`config.mk`:
```
export PLATFORM = sky130hd
export DESIGN_NAME = isq_issue_pipe
export DESIGN_NICKNAME = d
export VERILOG_FILES = /design/src/rtl/isq_issue_pipe.sv
export SDC_FILE = /design/constraint.sdc
export NUM_CORES = 1
export LEC_CHECK = 0
export BUFFER_PORTS_ARGS = -buffer_cell sky130_fd_sc_hd__buf_2
export CELL_PAD_IN_SITES_DETAIL_PLACEMENT = 0
export CELL_PAD_IN_SITES_GLOBAL_PLACEMENT = 1
export CORE_ASPECT_RATIO = 1.5
export CORE_MARGIN = 5
export CORE_UTILIZATION = 30
export DETAILED_ROUTE_END_ITERATION = 10
export GPL_TIMING_DRIVEN = 1
export PLACE_DENSITY_LB_ADDON = 0.1
export SYNTH_ARGS = -nofsm -noshare
export SYNTH_HDL_FRONTEND = slang
export SYNTH_SLANG_ARGS = --single-unit
```
`constraint.sdc`:
```
create_clock -name clock -period 5.4 [get_ports clock]
set_clock_uncertainty 0.05 [all_clocks]
set_input_delay 0.54 -clock clock [delete_from_list [all_inputs] [get_ports clock]]
set_output_delay 0.54 -clock clock [all_outputs]
set_load 0.03 [all_outputs]
```
`src/rtl/isq_issue_pipe.sv`:
```
// Two-entry issue pipe register (main + skid) between the issue queue and an
// execute unit, with robid-based rollback flush and an output handshake counter.
module isq_issue_pipe #(
  parameter int DATA_WIDTH   = 248,
  parameter int ROB_SIZE_LOG = 6
) (
  input  logic                    clock,
  input  logic                    reset_n,
  input  logic                    in_valid,
  output logic                    in_ready,
  input  logic [DATA_WIDTH-1:0]   in_data,
  output logic                    out_valid,
  input  logic                    out_ready,
  output logic [DATA_WIDTH-1:0]   out_data,
  input  logic                    flush_valid,
  input  logic [ROB_SIZE_LOG:0]   flush_robid,
  output logic [31:0]             issue_count
);

  localparam int RW = ROB_SIZE_LOG + 1;

  // Handshakes: a beat transfers on a rising edge where valid && ready are both
  // high; valid never depends on ready, and in_ready depends on registered state only.

  logic                  main_valid_q, main_valid_d;
  logic                  skid_valid_q, skid_valid_d;
  logic [DATA_WIDTH-1:0] main_data_q,  main_data_d;
  logic [DATA_WIDTH-1:0] skid_data_q,  skid_data_d;
  logic [31:0]           issue_count_q, issue_count_d;

  logic [RW-1:0] main_robid, skid_robid, in_robid;
  logic          main_flush, skid_flush, in_flush;
  logic          in_fire, out_fire;
  logic          keep_main, keep_skid, keep_in;

  // Wrap bit flips the sense of the index comparison; equal robids are not younger.
  function automatic logic younger(input logic [RW-1:0] f, input logic [RW-1:0] r);
    return f[RW-1] ^ r[RW-1] ^ (f[RW-2:0] < r[RW-2:0]);
  endfunction

  assign main_robid = main_data_q[DATA_WIDTH-1 -: RW];
  assign skid_robid = skid_data_q[DATA_WIDTH-1 -: RW];
  assign in_robid   = in_data[DATA_WIDTH-1 -: RW];

  assign main_flush = flush_valid && younger(flush_robid, main_robid);
  assign skid_flush = flush_valid && younger(flush_robid, skid_robid);
  assign in_flush   = flush_valid && younger(flush_robid, in_robid);

  assign in_ready    = !skid_valid_q;
  assign out_valid   = main_valid_q && !main_flush;
  assign out_data    = main_data_q;
  assign issue_count = issue_count_q;

  assign in_fire  = in_valid && in_ready;
  assign out_fire = out_valid && out_ready;

  // Survivors in age order: main, skid, incoming. At most two can exist
  // because in_fire is impossible while skid is occupied.
  assign keep_main = main_valid_q && !main_flush && !out_fire;
  assign keep_skid = skid_valid_q && !skid_flush;
  assign keep_in   = in_fire && !in_flush;

  always_comb begin
    main_valid_d  = 1'b0;
    main_data_d   = main_data_q;
    skid_valid_d  = 1'b0;
    skid_data_d   = skid_data_q;
    issue_count_d = issue_count_q + (out_fire ? 32'd1 : 32'd0);
    if (keep_main) begin
      main_valid_d = 1'b1;
      if (keep_skid) begin
        skid_valid_d = 1'b1;
      end else if (keep_in) begin
        skid_valid_d = 1'b1;
        skid_data_d  = in_data;
      end
    end else if (keep_skid) begin
      main_valid_d = 1'b1;
      main_data_d  = skid_data_q;
      if (keep_in) begin
        skid_valid_d = 1'b1;
        skid_data_d  = in_data;
      end
    end else if (keep_in) begin
      main_valid_d = 1'b1;
      main_data_d  = in_data;
    end
  end

  always_ff @(posedge clock or negedge reset_n) begin
    if (!reset_n) begin
      main_valid_q  <= 1'b0;
      skid_valid_q  <= 1'b0;
      main_data_q   <= '0;
      skid_data_q   <= '0;
      issue_count_q <= '0;
    end else begin
      main_valid_q  <= main_valid_d;
      skid_valid_q  <= skid_valid_d;
      main_data_q   <= main_data_d;
      skid_data_q   <= skid_data_d;
      issue_count_q <= issue_count_d;
    end
  end

endmodule

```
Word-level counts from Yosys, hierarchy flattened. Cells that the tools add are included. W data, S select, Z words.

Muxes and demuxes: 12. Reduce and logical (&&, ||, !) cells: 18. Bitwise logic cells: 7. Add/subtract/negate cells: 1. Order comparisons: 3. Eq/ne operators: 1.

Operators with widths (count): $mux W248 (6); $add A32 B1 Y32 (1); $lt A6 B6 Y1 (3); $logic_and A1 B1 Y1 (9); $mux W1 (6); $xor A1 B1 Y1 (6); $logic_not A1 Y1 (5); $reduce_and A2 Y1 (2); $reduce_bool A2 Y1 (2); $ne A2 B2 Y1 const B (1); $not A1 Y1 (1).

Logic and storage cells: 47. Input port bits: 260. Bits in registers: 530.

Logic depth before layout (Yosys ltp). Gate-level depths: netlist (run 1).

Depth in word-level cells: 10. Mapped depth: 14. Gate-level depth less buffers: 14.

Worst setup path before layout (run 1). OpenSTA, ideal clock, no wires.

Kind: reg-to-reg. Start point: reg main_data_q[245], in the netlist out_data[245]. End point: reg issue_count_q[26], in the netlist issue_count[26]. Stages on the path, launching flop included: 15. Path slack: 1455 ps. Buffers on the path: 0. Clock period less this slack: 3945 ps. Data arrival time: 3761 ps. Library setup time: 133 ps. Path through: dfrtp_1 -> inv_1 -> ha_1 -> a21o_1 -> a21o_1 -> a21o_1 -> xnor2_1 -> a21boi_0 -> and2_1 -> ha_1 -> ha_1 -> nand3_1 -> nor4_1 -> nand4_1 -> xnor2_1.

Cells in the longest elaborated chain, start to end: 8.

Ends and longest elaborated chain: from (decl) (line 27) `logic [DATA_WIDTH-1:0] main_data_q, main_data_d;`; from (signal assigned) (line 100) `main_data_q <= main_data_d;`; $lt A6 B6 Y1 (line 38) `return f[RW-1] ^ r[RW-1] ^ (f[RW-2:0] < r[RW-2:0]);`; $xor A1 B1 Y1 (line 38); $logic_and A1 B1 Y1 (line 45) `assign main_flush = flush_valid && younger(flush_robid, main_robid);`; $logic_not A1 Y1 (line 50) `assign out_valid = main_valid_q && !main_flush;`; $logic_and A1 B1 Y1 (line 50); via out_valid (line 12) `output logic out_valid,`; $logic_and A1 B1 Y1 (line 55) `assign out_fire = out_valid && out_ready;`; $mux W1 (line 68) `issue_count_d = issue_count_q + (out_fire ? 32'd1 : 32'd0);`; $add A32 B1 Y32 (line 68); via issue_count_d[26] (line 29) `logic [31:0] issue_count_q, issue_count_d;`; to (signal assigned) (line 102) `issue_count_q <= issue_count_d;`; to (decl) (line 29).

The timed path passes the listed nets, and every way through them passes these cells. A chain may end at the register's enable or synchronous reset.

Final worst setup path (run 1).
Start point: in in_data[243]. End point: reg main_data_q[193], in the netlist out_data[193].

Cells in the longest elaborated chain, start to end: 7.

Ends and longest elaborated chain: from (decl) (line 11) `input logic [DATA_WIDTH-1:0] in_data,`; $lt A6 B6 Y1 (line 38); $xor A1 B1 Y1 (line 38); $logic_and A1 B1 Y1 (line 47) `assign in_flush = flush_valid && younger(flush_robid, in_robid);`; $logic_not A1 Y1 (line 61) `assign keep_in = in_fire && !in_flush;`; $logic_and A1 B1 Y1 (line 61); $reduce_bool A2 Y1 (no source line); $reduce_and A2 Y1 (no source line).

Every way passes these cells.

==> results_dict.tcl, run 1 <==
set metrics [dict create \
    setup_viol 0 \
    routed_wl_mm 71.9 \
    globalplace.congestion 0.761 \
    timing.rr.end "issue_count[26]$_DFF_PN0_" \
    netlist.area_leader.share_pct 61.8 \
    multi_input_area_mm2 0.00758 \
    hold_violations 0 \
    synth_common_cells "530 x dfrtp_1, 248 x a2bb2oi_1, 248 x o22ai_1" \
    crit_path_end_kind "register" \
    cp_max_fo 176 \
    met1_usage_pct 22.9 \
    top_usage_layer "met2" \
    internal-power_mw 11.4 \
    syn_inst 1569 \
    power.share.clock_pct 20.6 \
    drive_gt1_share_pct 42.7 \
    rr_startpoint "out_data[245]$_DFFE_PN0P_" \
    overflow 0 \
    wl_per_cell_um 23.7 \
    numCtsBuffers 56 \
    ys_ff_latch 530 \
    syn_avg_cell_area_um2 13.7 \
    post-route-util_pct 38.0 \
    row_count 120 \
    worstMarginPinSlew_ns 1.17 \
    synth_fp_nets 1846 \
    io_buffers 541 \
    r2r_slack_ns 1.78 \
    period_share_pct 69.2 \
    synthTopCellsByArea "dfrtp_1 62%, mux2_2 13%, a2bb2oi_1 10%" \
    comb_power_share_pct 42.6 \
    core_mm2 0.0712 \
    holdBufCountCts 1 \
    dp_hpwl_mm 46.1 \
    async_flop_share_pct 100 \
    crit_required_ns 5.86 \
    htree_levels 2 \
    use_met2_pct 27.7 \
    post_cts_buffers 0 \
    yosysUniqueCellTypes 40 \
    dieArea_mm2 0.0771 \
    io_pins 542 \
    clk_pin_slew_ns 0.06 \
    fillers 7013 \
    regArea_mm2 0.0133 \
    synthToLayoutAreaGrowth_pct 26.0 \
    yosys_warnings 0 \
    cts_sinks 530 \
    seqPwrFrac_pct 36.8 \
    synth-main-ff-cell "dfrtp_1" \
    use_met3_pct 7.54 \
    critPathLaunch "in_data[243]" \
    switchingPower_mw 7.56 \
    clock_latency_ns 0.60 \
    grt_usage_pct 17.9 \
    cts_root_buf "clkbuf_16" \
    fin_nets 2338 \
    critPathSlowestCell "buf_4" \
    cts_buffer_depth 3 \
    drtIter0Drc 863 \
    grt_pass1_vias 16638 \
    grt_pass1_wl_mm 109 \
    syn-cell-area_mm2 0.0215 \
    drv_slew 0 \
    ys_seq_area_share_pct 61.8 \
    antenna_found_initial 34 \
    rsz0062_at_grt "no" \
    critPathLaunchType "input pin" \
    post_cts_resized 0 \
    yosys.area.top_type "dfrtp_1" \
    dieHeight_um 338 \
    place_ws_ns 1.20 \
    synth-edff-count 0 \
    drv_cap 0 \
    max_stage_delay_ns 0.85 \
    dr.pass1.iters 6 \
    critPathKind "input pin to register" \
    fin_crit_ns 3.74 \
    power_mw 18.9 \
    fp.dieW_um 228 \
    start_util_pct 30.1 \
    final_antenna_net_count 0 \
    yosysMostFrequentCell "dfrtp_1" \
    power_leakage_nw 12.0 \
    fmax_mhz 268 \
    hp-class "input pin to register" \
    slew_headroom_pct 22.0 \
    fin_tns_setup_ns 0 \
    outcome "finished, final reports clean" \
    r2r_cells 14 \
    swShare_pct 39.9 \
    via_per_inst 5.22 \
    cts_tree "yes" \
    dp.cells 2917 \
    irDropWorstVdd_v 0.000305 \
    setup_slack_ns 1.66 \
    vias 15859 \
    cp_cell_sequence "buf_2, inv_1, ha_1, a21o_1, a31oi_1, o211ai_1, or3b_4, buf_12, buf_4, o22ai_1, a2bb2oi_1" \
    power_density_mw_per_mm2 701 \
    grt_max_degree 177 \
    worstSetupEndpoint "out_data[193]$_DFFE_PN0P_" \
    crit_arrival_ns 4.20 \
    finalNonFillerCells 3037 \
    drc 0 \
]
==> cell usage in the layout, fill, tap and decap left out, types with 4 or more instances in the layout <==
master	n
a21o_1	5
a2bb2oi_1	248
buf_12	12
buf_2	540
buf_4	16
bufinv_16	4
clkbuf_1	18
clkbuf_16	57
clkbuf_8	12
clkinv_2	5
dfrtp_1	530
diode_2	19
ha_1	17
inv_1	18
mux2_2	243
mux2i_1	5
nand2_1	16
nand3_1	13
nand4_1	8
nor2_1	10
nor3_1	5
o211ai_1	4
o22ai_1	248
xnor2_1	23
xor2_1	11
==> layer usage <==
layer  vias to the layer above  part of all wire [%]
met5                         -                  0.22
met4                        24                   2.5
met3                       114                   9.1
met2                       495                    46
met1                      8175                    42
li1                       7051                     -
==> critical path: cells and delay by family <==
family                     cells  cell delay [ns]
buffers and inverters          4             1.58
AOI/OAI and AO/OA              5             0.97
adders and majority gates      1             0.31
and+or+nand+nor                1             0.30
==> stage by stage <==
| stage | hold WS [ns] | instance area (µm²) |
|---|---|---|
| 4_1_cts | 0.0705 | 27000 |
| 3_3_place_gp | 0.403 | 25100 |
| 6_report | 0.130 | 27000 |
| 3_5_place_dp | 0.410 | 25100 |
| 5_1_grt | 0.0878 | 27000 |
| 2_1_floorplan | 0.194 | 21500 |
==> kinds of logic after synthesis <==
logic type                 share of synthesized area, %
buffers and inverters                              3.03
adders and majority gates                         0.991
AOI/OAI and AO/OA                                  18.2
DFF                                                61.8
and+or+nand+nor                                    1.63
xor gates and xnor gates                           1.39
muxes                                              13.0
==> final cells by class <==
cell class                      instances  area share (%)
Sequential cell                       530            49.1
Multi-Input combinational cell        885            28.0
Timing Repair Buffer                  570            11.4
Clock buffer                           87            6.14
Tap cell                              915            4.24
Clock inverter                         13           0.657
Inverter                               18           0.250
Antenna cell                           19           0.176
==> power by group through the flow <==
stage	Combinational (mW)	Clock [mW]	Sequential, mW
finish	8.07	3.90	6.98
global route	8.60	4.20	7.21
CTS	8.18	4.06	6.98
detailed placement	8.18	0	7.01
global placement	8.05	0	6.97
floorplan	3.72	0	8.70
==> worst min-delay path by stage <==
stage                                         start                      endpoint  slack (ns)  depth (start not counted)
after floorplan                             reset_n      issue_count[0]$_DFF_PN0_        0.19                          0
after global placement    issue_count[31]$_DFF_PN0_     issue_count[31]$_DFF_PN0_        0.40                          1
after detailed placement  issue_count[31]$_DFF_PN0_     issue_count[31]$_DFF_PN0_        0.41                          1
after CTS                              in_data[165]  skid_data_q[165]$_DFFE_PN0P_        0.07                          2
after global routing                    in_data[11]   skid_data_q[11]$_DFFE_PN0P_        0.09                          2
final                                  in_data[141]  skid_data_q[141]$_DFFE_PN0P_        0.13                          2
==> sequential cells by signal, indices dropped and copies added (netlist names) <==
| signal | flops |
|---|---|
| issue_count | 32 |
| main_valid_q | 1 |
| skid_data_q | 248 |
| out_data | 248 |
| skid_valid_q | 1 |
No activity file was read; power rests on OpenSTA's default activity.
==> run 2: changes to the inputs <==
Clock period 5.4 ns to 3.1 ns, I/O delays scaled along.
==> results_dict.tcl, run 2 (synthesis gave the netlist of run 1 again) <==
set metrics [dict create \
    globalplace.congestion 0.775 \
    power_density_mw_per_mm2 1120 \
    dp_hpwl_mm 49.5 \
    path_delay_family "buffers and inverters" \
    via_per_inst 5.11 \
    dr.pass1.iters 4 \
    critPathKind "input pin to register" \
    grt_pass1_wl_mm 115 \
    antenna_found_initial 2 \
    finalNonFillerCells 3301 \
    drtIter0Drc 927 \
    power.share.clock_pct 19.8 \
    grt_pass1_vias 18048 \
    fin_nets 2619 \
    r2r_cells 14 \
    dp.cells 2951 \
    critPathSlowestCell "dlygate4sd3_1" \
    grt_usage_pct 18.6 \
    fmax_mhz 344 \
    cts_buffer_depth 3 \
    synthToLayoutAreaGrowth_pct 40.3 \
    crit_arrival_ns 3.36 \
    drv_slew 0 \
    power_leakage_nw 13.3 \
    post_cts_buffers 0 \
    post-route-util_pct 42.3 \
    row_count 120 \
    hold_violations 0 \
    internal-power_mw 20.3 \
    fp.dieW_um 228 \
    power_mw 33.7 \
    final_antenna_net_count 0 \
    comb_power_share_pct 44.1 \
    dieHeight_um 338 \
    cp_max_fo 39 \
    hold_path_depth 3 \
    cts_root_buf "clkbuf_16" \
    slew_headroom_pct 57.3 \
    rr_startpoint "out_data[245]$_DFFE_PN0P_" \
    grt_max_degree 108 \
    max_stage_delay_ns 0.57 \
    drv_cap 0 \
    worstSetupPathDepth 12 \
    worstMarginPinSlew_ns 0.640 \
    switchingPower_mw 13.4 \
    vias 16880 \
    htree_levels 2 \
    final_common_cell "buf_2" \
    fin_crit_ns 2.91 \
    crit_path_end_kind "register" \
    core_mm2 0.0712 \
    timing.rr.end "issue_count[30]$_DFF_PN0_" \
    r2r_slack_ns 0.20 \
    irDropWorstVdd_v 0.000619 \
    whs_ns 0.0818 \
    dieArea_mm2 0.0771 \
    worstSetupEndpoint "skid_data_q[119]$_DFFE_PN0P_" \
    clock_latency_ns 0.62 \
    outcome "finished, final reports clean" \
    rsz0062_at_grt "no" \
    routed_wl_mm 73.8 \
    seqPwrFrac_pct 36.1 \
    swShare_pct 39.8 \
    clk_pin_slew_ns 0.06 \
    critPathLaunchType "input pin" \
    cp_num_buf_inv 5 \
    wl_per_cell_um 22.3 \
    start_util_pct 30.1 \
    drc 0 \
    cp_cell_sequence "dlygate4sd3_1, buf_2, inv_1, ha_1, a21o_1, a21oi_1, o211ai_1, or3b_4, nor2_4, buf_12, buf_12, mux2_2" \
    io_pins 542 \
    setup_viol 0 \
    drive_gt1_share_pct 40.0 \
    crit_required_ns 3.55 \
    hp-class "input pin to register" \
    path_common_cell "buf_12" \
    overflow 0 \
    numCtsBuffers 55 \
    cts_sinks 530 \
    cts_tree "yes" \
    period_share_pct 93.7 \
    critPathLaunch "in_data[245]" \
    final_cell_mix "540 x buf_2, 526 x dfrtp_1, 249 x dlygate4sd3_1" \
    io_buffers 541 \
]
[run 2: cell type report]
class	instances	area (µm²)
Fill cell	6758	41100
Sequential cell	530	13300
Multi-Input combinational cell	885	7640
Timing Repair Buffer	852	6160
Clock buffer	83	1680
Tap cell	915	1140
Clock inverter	16	128
Inverter	18	67.6
Antenna cell	2	5.00
[run 2: per-stage QoR]
step	TNS, ns	cell area [µm²]	worst slack (ns)
5_1_grt	0	30100	0.0258
6_report	0	30100	0.194
4_1_cts	0	30100	0.175
3_5_place_dp	0	25800	0.109
3_3_place_gp	0	25800	0.110
2_1_floorplan	-0.227	21500	-0.0742
[run 2: worst min-delay path, stage by stage]
cell	delay [ns]
buf_2	0.13
and2_4	0.16
ha_4	0.11
[run 2: what timing repair did]
item / in CTS / in global routing
endpoints found under the hold margin: 550 / 0
hold buffers: 249 / 0
gates resized for setup: 0 / 0
[run 2: metal layers]
metal | track usage (%) | routed length [µm]
met3 | 5.71 | 5410
met5 | 0 | 0
met1 | 24.5 | 31800
met2 | 29.8 | 34500
met4 | 5.59 | 2090
[run 2: power by group through the flow]
stage	logic, mW	registers, mW	clock network [mW]
2_1_floorplan	6.51	15.2	0
3_3_place_gp	14.7	12.1	0
3_5_place_dp	14.8	12.2	0
4_1_cts	15.1	12.2	6.93
5_1_grt	15.9	12.6	7.17
6_report	14.9	12.2	6.66
[run 2: worst min-delay path by stage]
| stage | to | start | slack [ns] |
|---|---|---|---|
| floorplan | issue_count[0]$_DFF_PN0_ | reset_n | -0.04 |
| global placement | issue_count[25]$_DFF_PN0_ | reset_n | 0.29 |
| detailed placement | issue_count[25]$_DFF_PN0_ | reset_n | 0.29 |
| CTS | issue_count[0]$_DFF_PN0_ | out_ready | 0.03 |
| global route | issue_count[0]$_DFF_PN0_ | out_ready | 0.05 |
| finish | issue_count[0]$_DFF_PN0_ | out_ready | 0.08 |
